**src/rtl/gpio_irq_ctrl.sv**
```systemverilog
// gpio_irq_ctrl: vectored interrupt controller downstream of the 24-pin GPIO mux.
// Latches rising edges of the per-pin INTR lines into PENDING, tracks OVERRUN,
// arbitrates PENDING & IRQ_MASK by fixed priority (lowest index wins) and
// delivers one IRQ/IRQ_ID at a time with an ACK handshake. An accepted ACK
// launches a RES_CYCLES-wide one-hot IRQRES pulse back to the mux to clear the
// pin's sticky interrupt.
//
// Build option: define GPIO_IRQ_SYNC_EN to insert a 2-flop synchronizer on INTR
// ahead of edge detection (adds 2 cycles to every INTR-to-PENDING/IRQ latency).
// Without it, INTR must already be synchronous to CLK.
//
// Parameter constraints: 2**ID_W >= N_SRC, 1 <= RES_CYCLES <= 15.

module gpio_irq_ctrl #(
    parameter int N_SRC      = 24,
    parameter int ID_W       = 5,
    parameter int RES_CYCLES = 2
) (
    input  logic             CLK,
    input  logic             RST_N,
    input  logic [N_SRC-1:0] INTR,
    input  logic [N_SRC-1:0] IRQ_MASK,
    input  logic [N_SRC-1:0] OVR_CLR,
    input  logic             IRQ_ACK,
    output logic             IRQ,
    output logic [ID_W-1:0]  IRQ_ID,
    output logic [N_SRC-1:0] IRQRES,
    output logic [N_SRC-1:0] PENDING,
    output logic [N_SRC-1:0] OVERRUN
);

    // Counter is sized for the full legal RES_CYCLES range (1..15).
    localparam int CNT_W = 4;

    typedef enum logic [1:0] {
        ST_IDLE   = 2'd0,
        ST_ASSERT = 2'd1,
        ST_CLEAR  = 2'd2
    } state_e;

    // ------------------------------------------------------------------
    // Declarations
    // ------------------------------------------------------------------
`ifdef GPIO_IRQ_SYNC_EN
    logic [N_SRC-1:0] sync_meta_q, sync_meta_d;
    logic [N_SRC-1:0] sync_q,      sync_d;
`endif
    logic [N_SRC-1:0] intr_s;
    logic [N_SRC-1:0] intr_q,      intr_d;
    logic [N_SRC-1:0] rise;

    logic [N_SRC-1:0] pending_q,   pending_d;
    logic [N_SRC-1:0] overrun_q,   overrun_d;
    logic [N_SRC-1:0] clr_vec;

    logic [N_SRC-1:0] eligible;
    logic             any_eligible;
    logic [ID_W-1:0]  winner;
    logic [N_SRC-1:0] id_onehot;

    state_e           state_q,     state_d;
    logic             irq_q,       irq_d;
    logic [ID_W-1:0]  irq_id_q,    irq_id_d;
    logic [N_SRC-1:0] irqres_q,    irqres_d;
    logic [CNT_W-1:0] cnt_q,       cnt_d;
    logic             ack_accept;

    // ------------------------------------------------------------------
    // Input conditioning and rising-edge detection
    // ------------------------------------------------------------------

    // Select the edge-detector source (optionally synchronized) and form rise.
    always_comb begin
        // NOTE: every signal written here gets a value on every path, so no latch is inferred.
`ifdef GPIO_IRQ_SYNC_EN
        sync_meta_d = INTR;
        sync_d      = sync_meta_q;
        intr_s      = sync_q;
`else
        intr_s      = INTR;
`endif
        intr_d = intr_s;
        // A line already high when reset releases is seen as a rise, since intr_q resets to 0.
        rise   = intr_s & ~intr_q;
    end

    // ------------------------------------------------------------------
    // Fixed-priority arbitration over pending, unmasked sources
    // ------------------------------------------------------------------

    // Lowest eligible index wins; scanning downwards lets the lowest overwrite last.
    always_comb begin
        eligible     = pending_q & IRQ_MASK;
        any_eligible = |eligible;
        winner       = '0;
        for (int i = N_SRC - 1; i >= 0; i--) begin
            if (eligible[i]) begin
                winner = ID_W'(i);
            end
        end
    end

    // Decode the latched IRQ_ID into a one-hot source vector.
    always_comb begin
        id_onehot = '0;
        for (int i = 0; i < N_SRC; i++) begin
            id_onehot[i] = (irq_id_q == ID_W'(i));
        end
    end

    // ------------------------------------------------------------------
    // Delivery FSM: IDLE -> ASSERT -> CLEAR -> IDLE
    // ------------------------------------------------------------------

    // Next-state and registered-output logic for the delivery handshake.
    always_comb begin
        state_d    = state_q;
        irq_d      = irq_q;
        irq_id_d   = irq_id_q;
        irqres_d   = irqres_q;
        cnt_d      = cnt_q;
        ack_accept = 1'b0;

        case (state_q)
            ST_IDLE: begin
                // IRQ is raised on the same edge that enters ASSERT.
                if (any_eligible) begin
                    state_d  = ST_ASSERT;
                    irq_d    = 1'b1;
                    irq_id_d = winner;
                end
            end

            ST_ASSERT: begin
                // IRQ_ID stays frozen here: no pre-emption, and mask changes are ignored.
                if (IRQ_ACK) begin
                    ack_accept = 1'b1;
                    state_d    = ST_CLEAR;
                    irq_d      = 1'b0;
                    irqres_d   = id_onehot;
                    cnt_d      = CNT_W'(RES_CYCLES);
                end
            end

            ST_CLEAR: begin
                // cnt_q counts the IRQRES cycles still to go, including the current one.
                if (cnt_q <= CNT_W'(1)) begin
                    state_d  = ST_IDLE;
                    irqres_d = '0;
                    cnt_d    = '0;
                end else begin
                    cnt_d = cnt_q - CNT_W'(1);
                end
            end

            default: begin
                state_d  = ST_IDLE;
                irq_d    = 1'b0;
                irqres_d = '0;
                cnt_d    = '0;
            end
        endcase
    end

    // ------------------------------------------------------------------
    // PENDING / OVERRUN status
    // ------------------------------------------------------------------

    // Pending and overrun updates; a new rise always wins over a same-cycle clear.
    always_comb begin
        clr_vec   = ack_accept ? id_onehot : '0;
        pending_d = (pending_q & ~clr_vec) | rise;
        overrun_d = (overrun_q & ~OVR_CLR) | (rise & pending_q & ~clr_vec);
    end

    // ------------------------------------------------------------------
    // State registers
    // ------------------------------------------------------------------

    // All flops, asynchronously cleared; reset also truncates any IRQRES pulse in flight.
    always_ff @(posedge CLK or negedge RST_N) begin
        // NOTE: non-blocking assignments so every flop samples pre-edge values regardless of statement order.
        if (!RST_N) begin
`ifdef GPIO_IRQ_SYNC_EN
            sync_meta_q <= '0;
            sync_q      <= '0;
`endif
            intr_q      <= '0;
            pending_q   <= '0;
            overrun_q   <= '0;
            state_q     <= ST_IDLE;
            irq_q       <= 1'b0;
            irq_id_q    <= '0;
            irqres_q    <= '0;
            cnt_q       <= '0;
        end else begin
`ifdef GPIO_IRQ_SYNC_EN
            sync_meta_q <= sync_meta_d;
            sync_q      <= sync_d;
`endif
            intr_q      <= intr_d;
            pending_q   <= pending_d;
            overrun_q   <= overrun_d;
            state_q     <= state_d;
            irq_q       <= irq_d;
            irq_id_q    <= irq_id_d;
            irqres_q    <= irqres_d;
            cnt_q       <= cnt_d;
        end
    end

    // ------------------------------------------------------------------
    // Outputs (all registered)
    // ------------------------------------------------------------------
    assign IRQ     = irq_q;
    assign IRQ_ID  = irq_id_q;
    assign IRQRES  = irqres_q;
    assign PENDING = pending_q;
    assign OVERRUN = overrun_q;

endmodule

```
**config.mk**
```make
export PLATFORM = sky130hd
export DESIGN_NAME = gpio_irq_ctrl
export DESIGN_NICKNAME = d
export VERILOG_FILES = /design/src/rtl/gpio_irq_ctrl.sv
export SDC_FILE = /design/constraint.sdc
export NUM_CORES = 1
export LEC_CHECK = 0
export CAP_MARGIN = 10
export CELL_PAD_IN_SITES_DETAIL_PLACEMENT = 1
export CELL_PAD_IN_SITES_GLOBAL_PLACEMENT = 1
export CORE_MARGIN = 1
export CORE_UTILIZATION = 34
export CTS_CLUSTER_SIZE = 30
export DETAILED_ROUTE_END_ITERATION = 8
export PLACE_DENSITY = 0.77
export SLEW_MARGIN = 20
export SYNTH_ARGS = -nofsm -noshare
export SYNTH_HDL_FRONTEND = slang
export SYNTH_SLANG_ARGS = --single-unit
```
**constraint.sdc**
```tcl
create_clock -name CLK -period 2.23 [get_ports CLK]
set_input_delay 0.446 -clock CLK [delete_from_list [all_inputs] [get_ports CLK]]
set_output_delay 0.446 -clock CLK [all_outputs]
set_load 0.005 [all_outputs]
```
**Word level (Yosys, flattened, before mapping)**

Cells that the tools add are included.

- $add $sub $neg: 1
- Order comparisons: 1
- Equality and inequality tests: 28
- Multiplexer cells: 40
- Bitwise operators: 13
- Reduce and logical (&&, ||, !) cells: 8

Operators with widths:

| cell | count |
|---|---|
| 24-bit bitwise AND | 6 |
| 5-bit two-way mux | 24 |
| 24-bit two-way mux | 3 |
| 24-bit inverter | 3 |
| 24-bit one-hot mux with 3 select lines | 1 |
| 24-bit OR | 2 |
| 5-bit by 4-bit equality test with 1-bit output (second input constant) | 8 |
| 5-bit equality test (second input constant) | 8 |
| 24-bit OR reduction | 1 |
| 5-bit by 3-bit equality test with 1-bit output (second input constant) | 4 |
| 4-bit one-hot mux with 3 select lines | 1 |
| 5-bit by 2-bit equality test with 1-bit output (second input constant) | 2 |
| 3-bit AND reduction | 3 |
| 4-bit two-way mux | 2 |
| 2-bit two-way mux | 3 |
| 2-bit != test (second input constant) | 3 |
| 2-bit one-hot mux with 3 select lines | 1 |
| 5-bit by 1-bit equality test with 1-bit output (second input constant) | 1 |
| 5-bit logical NOT | 1 |
| 4-bit by 1-bit less-or-equal comparator with 1-bit output (second input constant) | 1 |
| 1-bit two-way mux | 4 |
| 2-bit AND reduction | 2 |
| 4-bit by 1-bit subtractor with 4-bit output (second input constant) | 1 |
| 1-bit one-hot mux with 3 select lines | 1 |
| 4 further kinds | 5 |

- Register bits: 108
- Input port bits: 75
- Output and inout port bits: 78
- Logic and storage cells: 99

**Longest topological paths before layout**

- Depth in word-level cells: 25
- Gate-level depth with buffers: 10
- Depth with buffers taken out: 7

**Least setup slack after synthesis**

Ideal clock, no wire load.

- Path kind: register to register
- From: reg state_q[0]
- To: reg irqres_q[10] (netlist: IRQRES[10])
- Library setup time: 132 ps
- Arrival: 1670 ps
- Path slack: 428 ps
- Cell stages (with the launch flop): 10
- Buffers on the path: 3
- Clock period less this slack: 1802 ps
- Cells stage by stage: dfrtp_1 -> ha_1 -> nor2b_2 -> a21o_1 -> or2_1 -> clkbuf_1 -> buf_6 -> buf_2 -> nand2_1 -> o31ai_1

- Word-level cells in the longest chain between the ends: 3
- Elaborated cells on any way between the ends: 8

Ends and longest elaborated chain:

| item | RTL line | RTL |
|---|---|---|
| start: declaration | 61 | `state_e state_q, state_d;` |
| start signal: assignment | 204 | `state_q <= state_d;` |
| 2-bit equality test (tied with other cells) | 124 | `case (state_q)` |
| 2-bit != test (no line) / 1-bit inverter (equally long branches) | n/a |  |
| 3-bit AND reduction (no line) | n/a |  |
| end signal: assignment | 207 | `irqres_q <= irqres_d;` |
| end: declaration | 64 | `logic [N_SRC-1:0] irqres_q, irqres_d;` |

Parallel ways exist; a longest one is shown, timed or not.
A chain may end at the register's enable or synchronous reset.

**Final worst setup path**

- From: reg irq_id_q[1] (netlist: IRQ_ID[1])
- To: out IRQ_ID[1]

RTL lines:

| item | RTL line | RTL |
|---|---|---|
| start: declaration | 63 | `logic [ID_W-1:0] irq_id_q, irq_id_d;` |
| start signal: assignment | 206 | `irq_id_q <= irq_id_d;` |
| end: declaration | 26 | `output logic [ID_W-1:0] IRQ_ID,` |

No word-level cell between the ends.

==> metrics.md <==
| Metric | Value |
|---|---|
| DR pass1 iterations | `4` |
| MaxCap Viol Count | `0` |
| Hold Vio Cnt, Final | `0` |
| Tmin final | `2080 ps` |
| Synthesized Nets | `504` |
| Root Buffer | `clkbuf_16` |
| CTS Sinks | `108` |
| Die Span Y | `117 µm` |
| Critical path peak fanout | `12` |
| GPL Wtd Cong | `0.805` |
| CP max stage delay | `650 ps` |
| Die Area | `13,600 µm²` |
| Grt met1 use | `25.9%` |
| Vias | `3,883` |
| DRT iter0 DRCs | `211` |
| RSZ-0062 raised after global routing | `false` |
| Worst-path clk slew | `70 ps` |
| Yosys Warn Count | `0` |
| Initial Util | `35.2%` |
| Worst setup EP type | `output port` |
| Max Root-Sink Buffers | `2` |
| Clock Skews | `9.13 ps` |
| Final non-filler cell total | `769` |
| Seq cells post-synth | `108` |
| Hold Buf Count CTS | `0` |
| Top cell family by delay on the critical path | `flip-flops` |
| Max Clock Freq | `481 MHz` |
| Async S/R FF share, synth | `100%` |
| First-pass GRT wire length | `21,600 µm` |
| Worst Hold Class | `in -> async` |
| Ant diodes | `0` |
| Average size of a mapped cell | `10.6 µm²` |
| Buf/Inv on CP | `1` |
| # Post-CTS Setup Buffers | `0` |
| Reg2reg setup slack | `280 ps` |
| DPL Wire Length | `10,400 µm` |
| Post-synth top area cell | `dfrtp_1` |
| VDD IR max | `633 µV` |
| Critical Path RT | `1780 ps` |
| Main synth FF type | `dfrtp_1` |
| Area share of the largest cell type after synthesis | `60.4%` |
| WHS | `69.1 ps` |
| Synth area leaders | `dfrtp_1, nand2_1, o31ai_1` |
| Relative slew margins | `64.0%` |
| Leak | `2.73 nW` |
| WS Path Type | `reg -> out` |
| Crit path DAT | `1630 ps` |
| Area growth from synthesis to layout | `47.6%` |
| Cells along the critical path | `clkdlybuf4s50_1` |
| # DRC | `0` |
| Tightest Pin Transition | `540 ps` |
| Synth Cell Area | `4480 µm²` |
| Overflow after GRT | `0` |
| DRT antenna net count | `0` |
| Post-DR vias/cell | `5.05` |
| Final setup viols | `0` |
| TritonCTS clock tree | `yes` |
| Vias in the first global route | `4,115` |
| Top Ports | `153` |
| Final period util | `93.3%` |
| Core area | `12,700 µm²` |
| Layout Nets | `672` |
| Placed Cells | `753` |
| # fillers | `1,441` |
| Post-synth EDFFs | `0` |
| Die Wd | `117 µm` |
| PortBufs | `152` |
| Slew Viols, Final | `0` |
| Tot GR Track Use | `21.1%` |
| Power per standard cell area | `893 nW/µm²` |
| Std cell rows | `41` |
| Worst skew pair latency | `350 ps` |
| CTS Buf Count | `9` |
| Mapped Cells | `424` |
| Busiest grt layer | `met2` |
| Post-CTS sizing | `0` |
| Post-synth top cells | `dfrtp_1, nand2_1, nand2b_1` |
| Seq/Total Area, Yosys | `60.4%` |
| Slowest cell on the critical path | `dfrtp_1` |
| GR Util met2 | `35.8%` |
| Layout cells sized above 1 | `7.20%` |
| Detailed-route wire length per cell | `17.5 µm` |
| Distinct cell type count after synthesis | `42` |
| Htree depth | `3` |
| Antenna violations before repair | `0` |
| Startpoint types | `flop` |
| Final Routed Wirelength | `13,500 µm` |
| Top-count cell post-synth | `dfrtp_1` |
| Status | `finished clean` |
| Met3 GRT Util | `6.33%` |
| Largest net degree at the start of global routing | `49` |
-- report_power, final --
part / switching (mW) / internal [mW] / leakage [nW] / total [mW]
registers: 0.270 / 2.20 / 1.28 / 2.47
clock network: 0.705 / 0.844 / 0.144 / 1.55
logic: 1.01 / 0.872 / 1.31 / 1.89
total: 1.99 / 3.91 / 2.73 / 5.90
-- kinds of logic after synthesis --
logic type,after synthesis,share of synthesized area [%]
mux,1,0.252
buf+inv,44,4.00
compound gates,120,18.1
fa+ha+maj,5,1.40
flops,108,60.4
simple gates,146,15.9
-- metrics by stage --
step                      setup TNS [ps]  area [µm²]  worst slack [ps]  total power [mW]  utilization, %
after global placement             -25.3        6320             -25.3              4.34            49.7
after CTS                              0        6610               127              5.97            51.9
after global routing                   0        6610              84.4              6.27            51.9
final                                  0        6610               150              5.90            51.9
after detailed placement            -141        6320             -75.7              4.40            49.7
after floorplan                        0        4480               428              3.41               -
-- per-layer routing --
metal  vias up  share of wire [%]
met5         -                  0
met3        16                7.3
met2       106                 50
met4         0                1.5
li1       1842                  -
met1      1919                 41
-- final cells by class --
cell class	instances	area [µm²]	share of cell area, %
flip-flops and latches	108	2700	40.9
repair buffers	173	1700	25.7
multi-input cells	272	1600	24.1
clock buffers	12	267	4.03
well taps	172	215	3.26
inverters	28	105	1.59
clock inverters	4	22.5	0.341
-- state kept, by name, indices dropped and copies added, names as in the netlist --
signal / count
state_q: 2
IRQRES: 24
IRQ_ID: 5
OVERRUN: 24
IRQ: 1
PENDING: 24
cnt_q: 4
intr_q: 24
-- cells in the final DEF (no fill, tap or decap), types with 2 or more instances in the layout --
master	instances
clkbuf_16	9
o21a_1	2
a22o_1	2
nor2_1	8
nand3b_1	4
nor3_1	2
o22ai_1	24
a31oi_1	2
nand3_1	7
o41ai_2	2
nand2_1	78
nand4_1	6
buf_12	2
ha_1	5
a32oi_1	2
a32o_1	2
o21ai_1	23
o31ai_1	26
buf_4	20
a22oi_1	11
or2_1	2
inv_1	28
nand2b_1	29
nand4b_1	4
clkbuf_8	3
clkinv_2	3
clkdlybuf4s50_1	151
o21ai_0	10
a21oi_1	6
dfrtp_1	108
-- worst paths after layout --
| path | depth (start not counted) | start | to |
|---|---|---|---|
| max in group asynchronous | 2 | RST_N | intr_q[10] |
| min in group CLK | 2 | IRQRES[9] | IRQRES[9] |
| hold reg to reg | 2 | IRQRES[9] | IRQRES[9] |
| hold / removal | 1 | RST_N | PENDING[22] |
| setup reg to reg | 7 | state_q[1] | IRQRES[20] |
| setup / recovery | 1 | IRQ_ID[1] | IRQ_ID[1] |
Note: power is estimated with default switching activity, not from simulation.
